### config.mk
export PLATFORM = sky130hd
export DESIGN_NAME = ram_word_writer_flat
export DESIGN_NICKNAME = d
export VERILOG_FILES = /design/src/rtl/ram_word_writer_pkg.sv /design/src/rtl/ram_word_writer_if.sv /design/src/rtl/ram_word_writer_shift.sv /design/src/rtl/ram_word_writer.sv /design/src/flat_wrapper.sv
export SDC_FILE = /design/constraint.sdc
export NUM_CORES = 1
export LEC_CHECK = 0
export ABC_AREA = 0
export CORE_MARGIN = 2
export CORE_UTILIZATION = 25
export CTS_CLUSTER_DIAMETER = 100
export CTS_CLUSTER_SIZE = 40
export DETAILED_ROUTE_END_ITERATION = 16
export HOLD_SLACK_MARGIN = 0.12
export PLACE_DENSITY = 0.55
export REMOVE_ABC_BUFFERS = 1
export SYNTH_ARGS = -nofsm -noshare
export SYNTH_HDL_FRONTEND = slang
export SYNTH_SLANG_ARGS = --single-unit
### constraint.sdc
create_clock -name clk -period 3.3 [get_ports clk]
set_clock_uncertainty 0.05 [all_clocks]
set_input_delay 0.66 -clock clk [delete_from_list [all_inputs] [get_ports clk]]
set_output_delay 0.66 -clock clk [all_outputs]
set_load 0.03 [all_outputs]
### src/rtl/ram_word_writer_pkg.sv
// Shared types and defaults for the 1-bit RAM word writer.
// The optional read-back verify is enabled by defining RAM_WRITER_VERIFY_EN.
package ram_word_writer_pkg;

  localparam int WORD_W_DEF = 17;
  localparam int ADDR_W_DEF = 6;

  typedef enum logic [1:0] {
    S_IDLE   = 2'd0,
    S_WRITE  = 2'd1,
    S_VERIFY = 2'd2,
    S_DONE   = 2'd3
  } state_t;

  // True for the states that walk the address window.
  function automatic logic is_active(input state_t s);
    return (s == S_WRITE) || (s == S_VERIFY);
  endfunction

endpackage

### src/rtl/ram_word_writer_if.sv
// Request handshake plus RAM pin bundle between requester, writer and the 1-bit RAM.
// ram_dataout is only consumed by the writer when RAM_WRITER_VERIFY_EN is defined.
interface ram_word_writer_if #(
  parameter int WORD_W = ram_word_writer_pkg::WORD_W_DEF,
  parameter int ADDR_W = ram_word_writer_pkg::ADDR_W_DEF
);

  logic              wr_valid;
  logic              wr_ready;
  logic [WORD_W-1:0] word_in;
  logic [ADDR_W-1:0] base_addr;
  logic              busy;
  logic              done;
  logic              verify_err;
  logic [ADDR_W-1:0] ram_address;
  logic              ram_datain;
  logic              ram_store;
  logic              ram_dataout;

  modport slave (
    input  wr_valid, word_in, base_addr, ram_dataout,
    output wr_ready, busy, done, verify_err, ram_address, ram_datain, ram_store
  );

  modport master (
    output wr_valid, word_in, base_addr, ram_dataout,
    input  wr_ready, busy, done, verify_err, ram_address, ram_datain, ram_store
  );

endinterface

### src/rtl/ram_word_writer_shift.sv
// Parallel-load, MSB-out shift register feeding the RAM datain bit stream.
// With RAM_WRITER_VERIFY_EN it also keeps the loaded word so it can be replayed for read-back.
module word_shift_reg #(
  parameter int WORD_W = ram_word_writer_pkg::WORD_W_DEF
) (
  input  logic              clk,
  input  logic              clear,
  input  logic              i_load,
  input  logic              i_shift,
  input  logic [WORD_W-1:0] i_data,
`ifdef RAM_WRITER_VERIFY_EN
  input  logic              i_reload,
  output logic              o_msb,
`endif
  output logic              o_msb_next
);

  logic [WORD_W-1:0] r_shift;
  logic [WORD_W-1:0] w_shift_next;

`ifdef RAM_WRITER_VERIFY_EN
  logic [WORD_W-1:0] r_copy;

  always_ff @(posedge clk or posedge clear) begin
    if (clear) begin
      r_copy <= '0;
    end else if (i_load) begin
      r_copy <= i_data;
    end
  end

  assign o_msb = r_shift[WORD_W-1];
`endif

  always_comb begin
    w_shift_next = r_shift;
    if (i_load) begin
      w_shift_next = i_data;
`ifdef RAM_WRITER_VERIFY_EN
    end else if (i_reload) begin
      w_shift_next = r_copy;
`endif
    end else if (i_shift) begin
      w_shift_next = {r_shift[WORD_W-2:0], 1'b0};
    end
  end

  always_ff @(posedge clk or posedge clear) begin
    if (clear) begin
      r_shift <= '0;
    end else begin
      r_shift <= w_shift_next;
    end
  end

  // Exposes the bit that will sit on the MSB after this edge, so datain can be registered.
  assign o_msb_next = w_shift_next[WORD_W-1];

endmodule

### src/rtl/ram_word_writer.sv
// Serialises one parallel word into WORD_W single-bit RAM stores, MSB first, at base..base+WORD_W-1.
// Defining RAM_WRITER_VERIFY_EN adds a read-back pass that raises a sticky verify_err on mismatch.
module ram_word_writer
  import ram_word_writer_pkg::*;
#(
  parameter int WORD_W = WORD_W_DEF,
  parameter int ADDR_W = ADDR_W_DEF
) (
  input logic               clk,
  input logic               clear,
  ram_word_writer_if.slave  bus
);

  localparam int             K_W    = $clog2(WORD_W + 1);
  localparam logic [K_W-1:0] K_LAST = K_W'(WORD_W - 1);

  state_t            r_state;
  state_t            w_state_next;
  logic [K_W-1:0]    r_k;
  logic [K_W-1:0]    w_k_next;
  logic [ADDR_W-1:0] r_base;
  logic [ADDR_W-1:0] w_base_sel;
  logic [ADDR_W-1:0] r_address;
  logic [ADDR_W-1:0] w_address_next;
  logic              r_store;
  logic              r_datain;
  logic              r_busy;
  logic              r_done;
  logic              r_ready;
  logic              w_load;
  logic              w_shift;
  logic              w_msb_next;
  logic              w_active_next;

`ifdef RAM_WRITER_VERIFY_EN
  logic              w_reload;
  logic              w_msb;
  logic              r_verify_err;
  logic              w_verify_err_next;
`endif

  word_shift_reg #(
    .WORD_W (WORD_W)
  ) u_shift (
    .clk        (clk),
    .clear      (clear),
    .i_load     (w_load),
    .i_shift    (w_shift),
    .i_data     (bus.word_in),
`ifdef RAM_WRITER_VERIFY_EN
    .i_reload   (w_reload),
    .o_msb      (w_msb),
`endif
    .o_msb_next (w_msb_next)
  );

  always_ff @(posedge clk or posedge clear) begin
    if (clear) begin
      r_state <= S_IDLE;
    end else begin
      r_state <= w_state_next;
    end
  end

  always_comb begin
    w_state_next = r_state;
    w_k_next     = r_k;
    w_load       = 1'b0;
    w_shift      = 1'b0;
`ifdef RAM_WRITER_VERIFY_EN
    w_reload          = 1'b0;
    w_verify_err_next = r_verify_err;
`endif
    case (r_state)
      S_IDLE: begin
        if (bus.wr_valid) begin
          w_state_next = S_WRITE;
          w_k_next     = '0;
          w_load       = 1'b1;
`ifdef RAM_WRITER_VERIFY_EN
          w_verify_err_next = 1'b0;
`endif
        end
      end
      S_WRITE: begin
        w_shift = 1'b1;
        if (r_k == K_LAST) begin
          w_k_next = '0;
`ifdef RAM_WRITER_VERIFY_EN
          w_state_next = S_VERIFY;
          w_reload     = 1'b1;
`else
          w_state_next = S_DONE;
`endif
        end else begin
          w_k_next = r_k + K_W'(1);
        end
      end
      S_VERIFY: begin
`ifdef RAM_WRITER_VERIFY_EN
        // RAM read is combinational, so the bit for address base+k is on dataout this cycle.
        w_shift = 1'b1;
        if (bus.ram_dataout != w_msb) begin
          w_verify_err_next = 1'b1;
        end
        if (r_k == K_LAST) begin
          w_state_next = S_DONE;
          w_k_next     = '0;
        end else begin
          w_k_next = r_k + K_W'(1);
        end
`else
        w_state_next = S_DONE;
`endif
      end
      S_DONE: begin
        w_state_next = S_IDLE;
      end
      default: begin
        w_state_next = S_IDLE;
      end
    endcase
  end

  always_comb begin
    w_active_next  = is_active(w_state_next);
    w_base_sel     = w_load ? bus.base_addr : r_base;
    // Plain ADDR_W-bit add: the window wraps from the top of the RAM back to 0.
    w_address_next = w_active_next ? (w_base_sel + ADDR_W'(w_k_next)) : r_address;
  end

  always_ff @(posedge clk or posedge clear) begin
    if (clear) begin
      r_k       <= '0;
      r_base    <= '0;
      r_address <= '0;
      r_store   <= 1'b0;
      r_datain  <= 1'b0;
      r_busy    <= 1'b0;
      r_done    <= 1'b0;
      r_ready   <= 1'b1;
    end else begin
      r_k       <= w_k_next;
      r_base    <= w_base_sel;
      r_address <= w_address_next;
      r_store   <= (w_state_next == S_WRITE);
      r_datain  <= (w_state_next == S_WRITE) && w_msb_next;
      r_busy    <= w_active_next;
      r_done    <= (w_state_next == S_DONE);
      r_ready   <= (w_state_next == S_IDLE);
    end
  end

`ifdef RAM_WRITER_VERIFY_EN
  always_ff @(posedge clk or posedge clear) begin
    if (clear) begin
      r_verify_err <= 1'b0;
    end else begin
      r_verify_err <= w_verify_err_next;
    end
  end

  assign bus.verify_err = r_verify_err;
`else
  assign bus.verify_err = 1'b0;
`endif

  assign bus.wr_ready    = r_ready;
  assign bus.busy        = r_busy;
  assign bus.done        = r_done;
  assign bus.ram_address = r_address;
  assign bus.ram_datain  = r_datain;
  assign bus.ram_store   = r_store;

endmodule
### src/flat_wrapper.sv
// flat-port wrapper written by rule: the top's interface ports become plain ports
module ram_word_writer_flat import ram_word_writer_pkg::*;
#(
  parameter int WORD_W = WORD_W_DEF,
  parameter int ADDR_W = ADDR_W_DEF
)
  (clk, clear, bus_wr_valid, bus_word_in, bus_base_addr, bus_ram_dataout, bus_wr_ready, bus_busy, bus_done, bus_verify_err, bus_ram_address, bus_ram_datain, bus_ram_store);
  ram_word_writer_if #(.WORD_W(WORD_W), .ADDR_W(ADDR_W)) bus_i ();
  input logic clk;
  input logic clear;
  input wire logic [$bits(bus_i.wr_valid)-1:0] bus_wr_valid;
  input wire logic [$bits(bus_i.word_in)-1:0] bus_word_in;
  input wire logic [$bits(bus_i.base_addr)-1:0] bus_base_addr;
  input wire logic [$bits(bus_i.ram_dataout)-1:0] bus_ram_dataout;
  output wire logic [$bits(bus_i.wr_ready)-1:0] bus_wr_ready;
  output wire logic [$bits(bus_i.busy)-1:0] bus_busy;
  output wire logic [$bits(bus_i.done)-1:0] bus_done;
  output wire logic [$bits(bus_i.verify_err)-1:0] bus_verify_err;
  output wire logic [$bits(bus_i.ram_address)-1:0] bus_ram_address;
  output wire logic [$bits(bus_i.ram_datain)-1:0] bus_ram_datain;
  output wire logic [$bits(bus_i.ram_store)-1:0] bus_ram_store;
  assign bus_i.wr_valid = bus_wr_valid;
  assign bus_i.word_in = bus_word_in;
  assign bus_i.base_addr = bus_base_addr;
  assign bus_i.ram_dataout = bus_ram_dataout;
  assign bus_wr_ready = bus_i.wr_ready;
  assign bus_busy = bus_i.busy;
  assign bus_done = bus_i.done;
  assign bus_verify_err = bus_i.verify_err;
  assign bus_ram_address = bus_i.ram_address;
  assign bus_ram_datain = bus_i.ram_datain;
  assign bus_ram_store = bus_i.ram_store;
  ram_word_writer #(.WORD_W(WORD_W), .ADDR_W(ADDR_W)) u_core (.clk(clk), .clear(clear), .bus(bus_i));
endmodule
Yosys cells after proc, flatten, opt, wreduce, memory -nomap -nowiden. Cells that the tools add are included.

Register bits after elaboration: 41. Bits of input ports: 27. Output and inout port bits: 12. Word-level logic and storage cells: 37.

$add $sub $neg: 2. Eq/ne operators: 7. Multiplexer cells: 12. Reductions and logical operators: 5.

Operators with widths (count): $mux 17 (2); $mux 5 (2); $pmux 5 s2 (1); $eq 2x2->1 const B (4); $pmux 2 s4 (1); $add 6x5->6 (1); $mux 6 (1); $add 5x1->5 const B (1); $eq 5x5->1 const B (1); $eq 2x1->1 const B (2); $logic_not 2->1 (2); $mux 2 (2); $mux 1 (3); $reduce_bool 2->1 (1); $logic_and 1x1->1 (1); $logic_or 1x1->1 (1).

Longest topological paths before layout.
Depth after elaboration: 5. Gate-level depth with buffers: 12.

By module. A second synthesis with hierarchy kept.

Cells, all modules: 175. Area, all modules: 2025.7 um^2.

By module, submodules not included: ram_word_writer (instances 1, cells each 101, area an instance 1228.7 um^2); word_shift_reg (instances 1, cells each 74, area an instance 797.0 um^2).

Worst setup path before layout. Ideal clock, no wire load.

Path kind: register -> register. From: register u_core.r_state[0]. To: register u_core.r_address[4] (netlist: u_core.bus.ram_address[4]). Data arrival time: 2797 ps. Data required time: 3118 ps. Setup slack: 322 ps. Stages on the path, launching flop included: 12. Path buffers: 2. Cells stage by stage: dfrtp_1 inv_1 ha_1 buf_6 nand2_2 clkbuf_1 mux2_2 ha_1 fa_1 a21o_1 o2111ai_1 or3b_1.

Longest elaborated chain between the ends: 4.

Ends and longest elaborated chain: start, declared (line ram_word_writer.sv:17) `state_t r_state;`; start signal, assigned (line ram_word_writer.sv:61) `r_state <= w_state_next;`; $logic_not 2->1 (line ram_word_writer.sv:74) `case (r_state)`; $mux 1 (line ram_word_writer.sv:74); $mux 6 (line ram_word_writer.sv:127) `w_base_sel = w_load ? bus.base_addr : r_base;`; via u_core.w_base_sel[0] (line ram_word_writer.sv:22) `logic [ADDR_W-1:0] w_base_sel;`; $add 6x5->6 (line ram_word_writer.sv:129) `w_address_next = w_active_next ? (w_base_sel + ADDR_W'(w_k_next)) : r_address;`; end signal, assigned (line ram_word_writer.sv:145) `r_address <= w_address_next;`; end, declared (line ram_word_writer.sv:23) `logic [ADDR_W-1:0] r_address;`.

The timed path passes the listed nets, and every way through them passes these cells. A chain may end at the register's enable or synchronous reset.

Worst setup path after layout.
From: register u_core.r_k[0]. To: register u_core.r_address[4] (netlist: u_core.bus.ram_address[4]).

RTL lines: start, declared (line ram_word_writer.sv:19) `logic [K_W-1:0] r_k;`; start signal, assigned (line ram_word_writer.sv:143) `r_k <= w_k_next;`; $add 5x1->5 or $eq 5x5->1 (tied branches) (line ram_word_writer.sv:96, ram_word_writer.sv:87); $mux 5 (line ram_word_writer.sv:87) `if (r_k == K_LAST) begin`; $pmux 5 s2 (*) (line ram_word_writer.sv:74); via u_core.w_k_next[0] (line ram_word_writer.sv:20) `logic [K_W-1:0] w_k_next;`; $add 6x5->6 (*) (line ram_word_writer.sv:129).

The timed path passes the listed nets; every way through them passes the cells marked *.

==> summary.txt <==
Final layout
  – Most common cell after layout, fill and taps aside: dfrtp_1
  – Most frequent cells in the layout: 40 x dfrtp_1, 36 x clkdlybuf4s50_1, 24 x a21oi_1, 22 x nor2_1, 16 x mux2i_1
  – Final core occ: 0.331
  – Fin nets: 271
  – Final cell count without fillers: 337
  – Fillers: 853
  – Number of diodes: 0
  – Area Growth Syn to Fin: 30.6%
  – Design Area, Final: 2680 µm²
  – Ratio of cells with drive above 1 in the final layout: 0.125

Routing
  – WL/cell: 11.7 µm
  – Vias/cell: around 4.3
  – DRT iter0 DRCs: 34
  – Pre-antenna DRT Iters: 4
  – DR vias: ~1400
  – Final WL: 3.94 mm
  – Final ANT Viol Nets: 0
  – DRC: 0

Global route
  – Largest net degree at the start of global routing: 42
  – First-pass GRT wire length: 6.92 mm
  – Initial antenna violation count: 0
  – GRT Residual Overflow: 0
  – GRT Overall Usage: 0.0994
  – Number of global-route vias before repair: 1504

Synthesis
  – Sequential fraction of the synthesis area: 0.501
  – Post-synthesis cell area: 2050 µm²
  – Post-synth cell types: 40
  – Warnings from Yosys: 0
  – Mapped Cells: 191
  – FF+latch count, synth: 41
  – Syn avg cell area: 10.7 µm²

Power and ir drop
  – Sequential power share: 0.291
  – PD cells: 1140 nW/µm²
  – Net switching power figure: 1.16 mW
  – Clk network pwr share: 0.156
  – Internal power: 1.88 mW
  – Sw Ratio: 0.381
  – Max IR drop VDD: 0.773 mV
  – P_leak: 1.27 nW
  – Post-layout total power: 3.04 mW
  – Logic pwr share: 0.553

Job
  – Max_cap viols: 0

Clocking
  – H-tree Lvls: 2
  – CTS root buffer: clkbuf_8
  – CTS Sinks: 41
  – PostCTS Resize Cnt: 0
  – Clk pin slew, worst setup/hold paths: 80 ps
  – CTS tree: built
  – Buffers inserted by post-CTS timing repair: 0
  – Clock Path Buffers: 2
  – Worst-Skew Late Latency: 290 ps
  – Hold Buf Count CTS: 0
  – CTS buffer count: 5

STA
  – Worst slew margin: 0.645
  – Max-slew violation count: 0
  – Final period util: 0.897
  – Endpoints failing hold: 0
  – Tightest hold margin: 455 ps
  – Final setup vio count: 0
  – Fmax: 0.338 GHz
  – Worst-Margin Slew: 533 ps
  – RSZ-0062 raised after global routing: false
  – Final worst slack: 339 ps
  – Setup tns final: 0 ps
  – Final min period: 2960 ps

Min path
  – Hold Crit Class: flop to flop

Die
  – Die width: 94.5 µm
  – IO Count: 39
  – Die H: between 90 and 100 µm
  – Row count: 33
  – Die area: 8940 µm²
  – CORE AREA: 8090 µm²
  – Initial Util: 0.253

Place
  – Post-Place Cells: 329
  – Final HPWL DP: 2.78 mm
  – Pre-CTS setup slack: just over 50 ps
  – GPL Wtd Cong: 0.685
  – Quantity of I/O buffers inserted on ports: 36
  – Area after DPL: 2540 µm²

Setup path
  – Crit-path max FO: 5
  – Setup crit end kind: flop
  – CP arrival: 3080 ps
  – Worst setup SP type: flop
  – Critical Path RT: 3420 ps
  – CP Class: flop to flop

Status
  – Status: finished clean
-- path summary, 6_finish.rpt --
kind                                       start                          to  slack, ps  cells after the start
worst max-delay path               u_core.r_k[0]   u_core.bus.ram_address[4]        340                     11
worst min-delay path            u_core.r_base[2]            u_core.r_base[2]        460                      1
worst max register to register     u_core.r_k[0]   u_core.bus.ram_address[4]        340                     11
worst min register to register  u_core.r_base[2]            u_core.r_base[2]        460                      1
max in group asynchronous                  clear         u_core.bus.wr_ready       2070                      3
min in group asynchronous                  clear  u_core.u_shift.r_shift[12]        740                      3
-- worst max-delay path, stage by stage, from the launching register on --
cell and delay, ps:
dfrtp_1 430, inv_1 70, ha_1 150, nand2b_1 60, or3b_2 480, nand2_1 100, o21ai_0 110, ha_1 240
fa_1 410, a21o_1 210, o2111ai_1 150, or3b_1 370
-- synth_stat cells, drive strengths merged --
cell | count | area [µm²]
buf | 6 | 36.3
dfstp | 1 | 26.3
nand2b | 3 | 18.8
o2111ai | 1 | 8.76
nand4 | 1 | 6.26
a31oi | 1 | 6.26
nor2b | 1 | 6.26
o21ai | 5 | 25.0
xnor2 | 2 | 17.5
ha | 12 | 150
fa | 1 | 20.0
conb | 1 | 3.75
o21a | 1 | 7.51
nand3 | 3 | 15.0
a21o | 2 | 15.0
mux2i | 18 | 196
o22ai | 1 | 6.26
o31ai | 2 | 15.0
a221oi | 1 | 15.0
and2 | 1 | 6.26
clkbuf | 4 | 15.0
nor2 | 22 | 82.6
xor2 | 1 | 8.76
nor3 | 1 | 5.00
nand2 | 10 | 40.0
a21oi | 24 | 120
dfrtp | 40 | 1000
a22o | 1 | 8.76
nand3b | 1 | 7.51
inv | 12 | 45.0
mux2 | 8 | 90.1
or3b | 2 | 17.5
or3 | 1 | 6.26
-- state kept, by name, summed over array words and instances, names as in the netlist --
| signal | flops |
|---|---|
| u_core.bus.ram_store | 1 |
| u_core.bus.ram_address | 6 |
| u_core.r_state | 2 |
| u_core.bus.busy | 1 |
| u_core.bus.done | 1 |
| u_core.bus.wr_ready | 1 |
| u_core.bus.ram_datain | 1 |
| u_core.r_base | 6 |
| u_core.r_k | 5 |
| u_core.u_shift.r_shift | 17 |
-- cells by family (layout without fill, tap and decap cells) --
kind of cell	Yosys count	after routing	synth area share
xor+xnor	3	3	0.0128
simple gates	46	46	0.103
mux	26	26	0.140
buf+inv	22	63	0.0470
fa+ha+maj	13	13	0.0830
other cells	1	1	0.00183
compound gates	39	39	0.111
flops	41	41	0.501
-- final cells by class --
type | instances | area (µm²) | area share
multi-input cells | 128 | 926 | 0.346
clock buffers | 5 | 68.8 | 0.0257
repair buffers | 43 | 413 | 0.154
flip-flops and latches | 41 | 1030 | 0.384
clock inverters | 3 | 65.1 | 0.0243
inverters | 12 | 45.0 | 0.0168
well taps | 105 | 131 | 0.0491
-- routing by layer --
layer / wire length, µm / up-vias / GRT usage
met5: 0 / - / 0
met4: 50 / 0 / 0.0362
met3: 230 / 5 / 0.0279
met1: 1820 / 665 / 0.130
met2: 1840 / 30 / 0.158
li1: - / 735 / -
-- power groups by stage --
stage / Combinational (mW) / Sequential, mW / Clock, mW
after CTS: 1.71 / 0.886 / 0.497
after floorplan: 1.12 / 0.993 / 0
after global routing: 1.92 / 0.916 / 0.517
after detailed placement: 1.69 / 0.898 / 0
final: 1.68 / 0.884 / 0.475
after global placement: 1.68 / 0.891 / 0
Power figures use the tool's default switching activity.
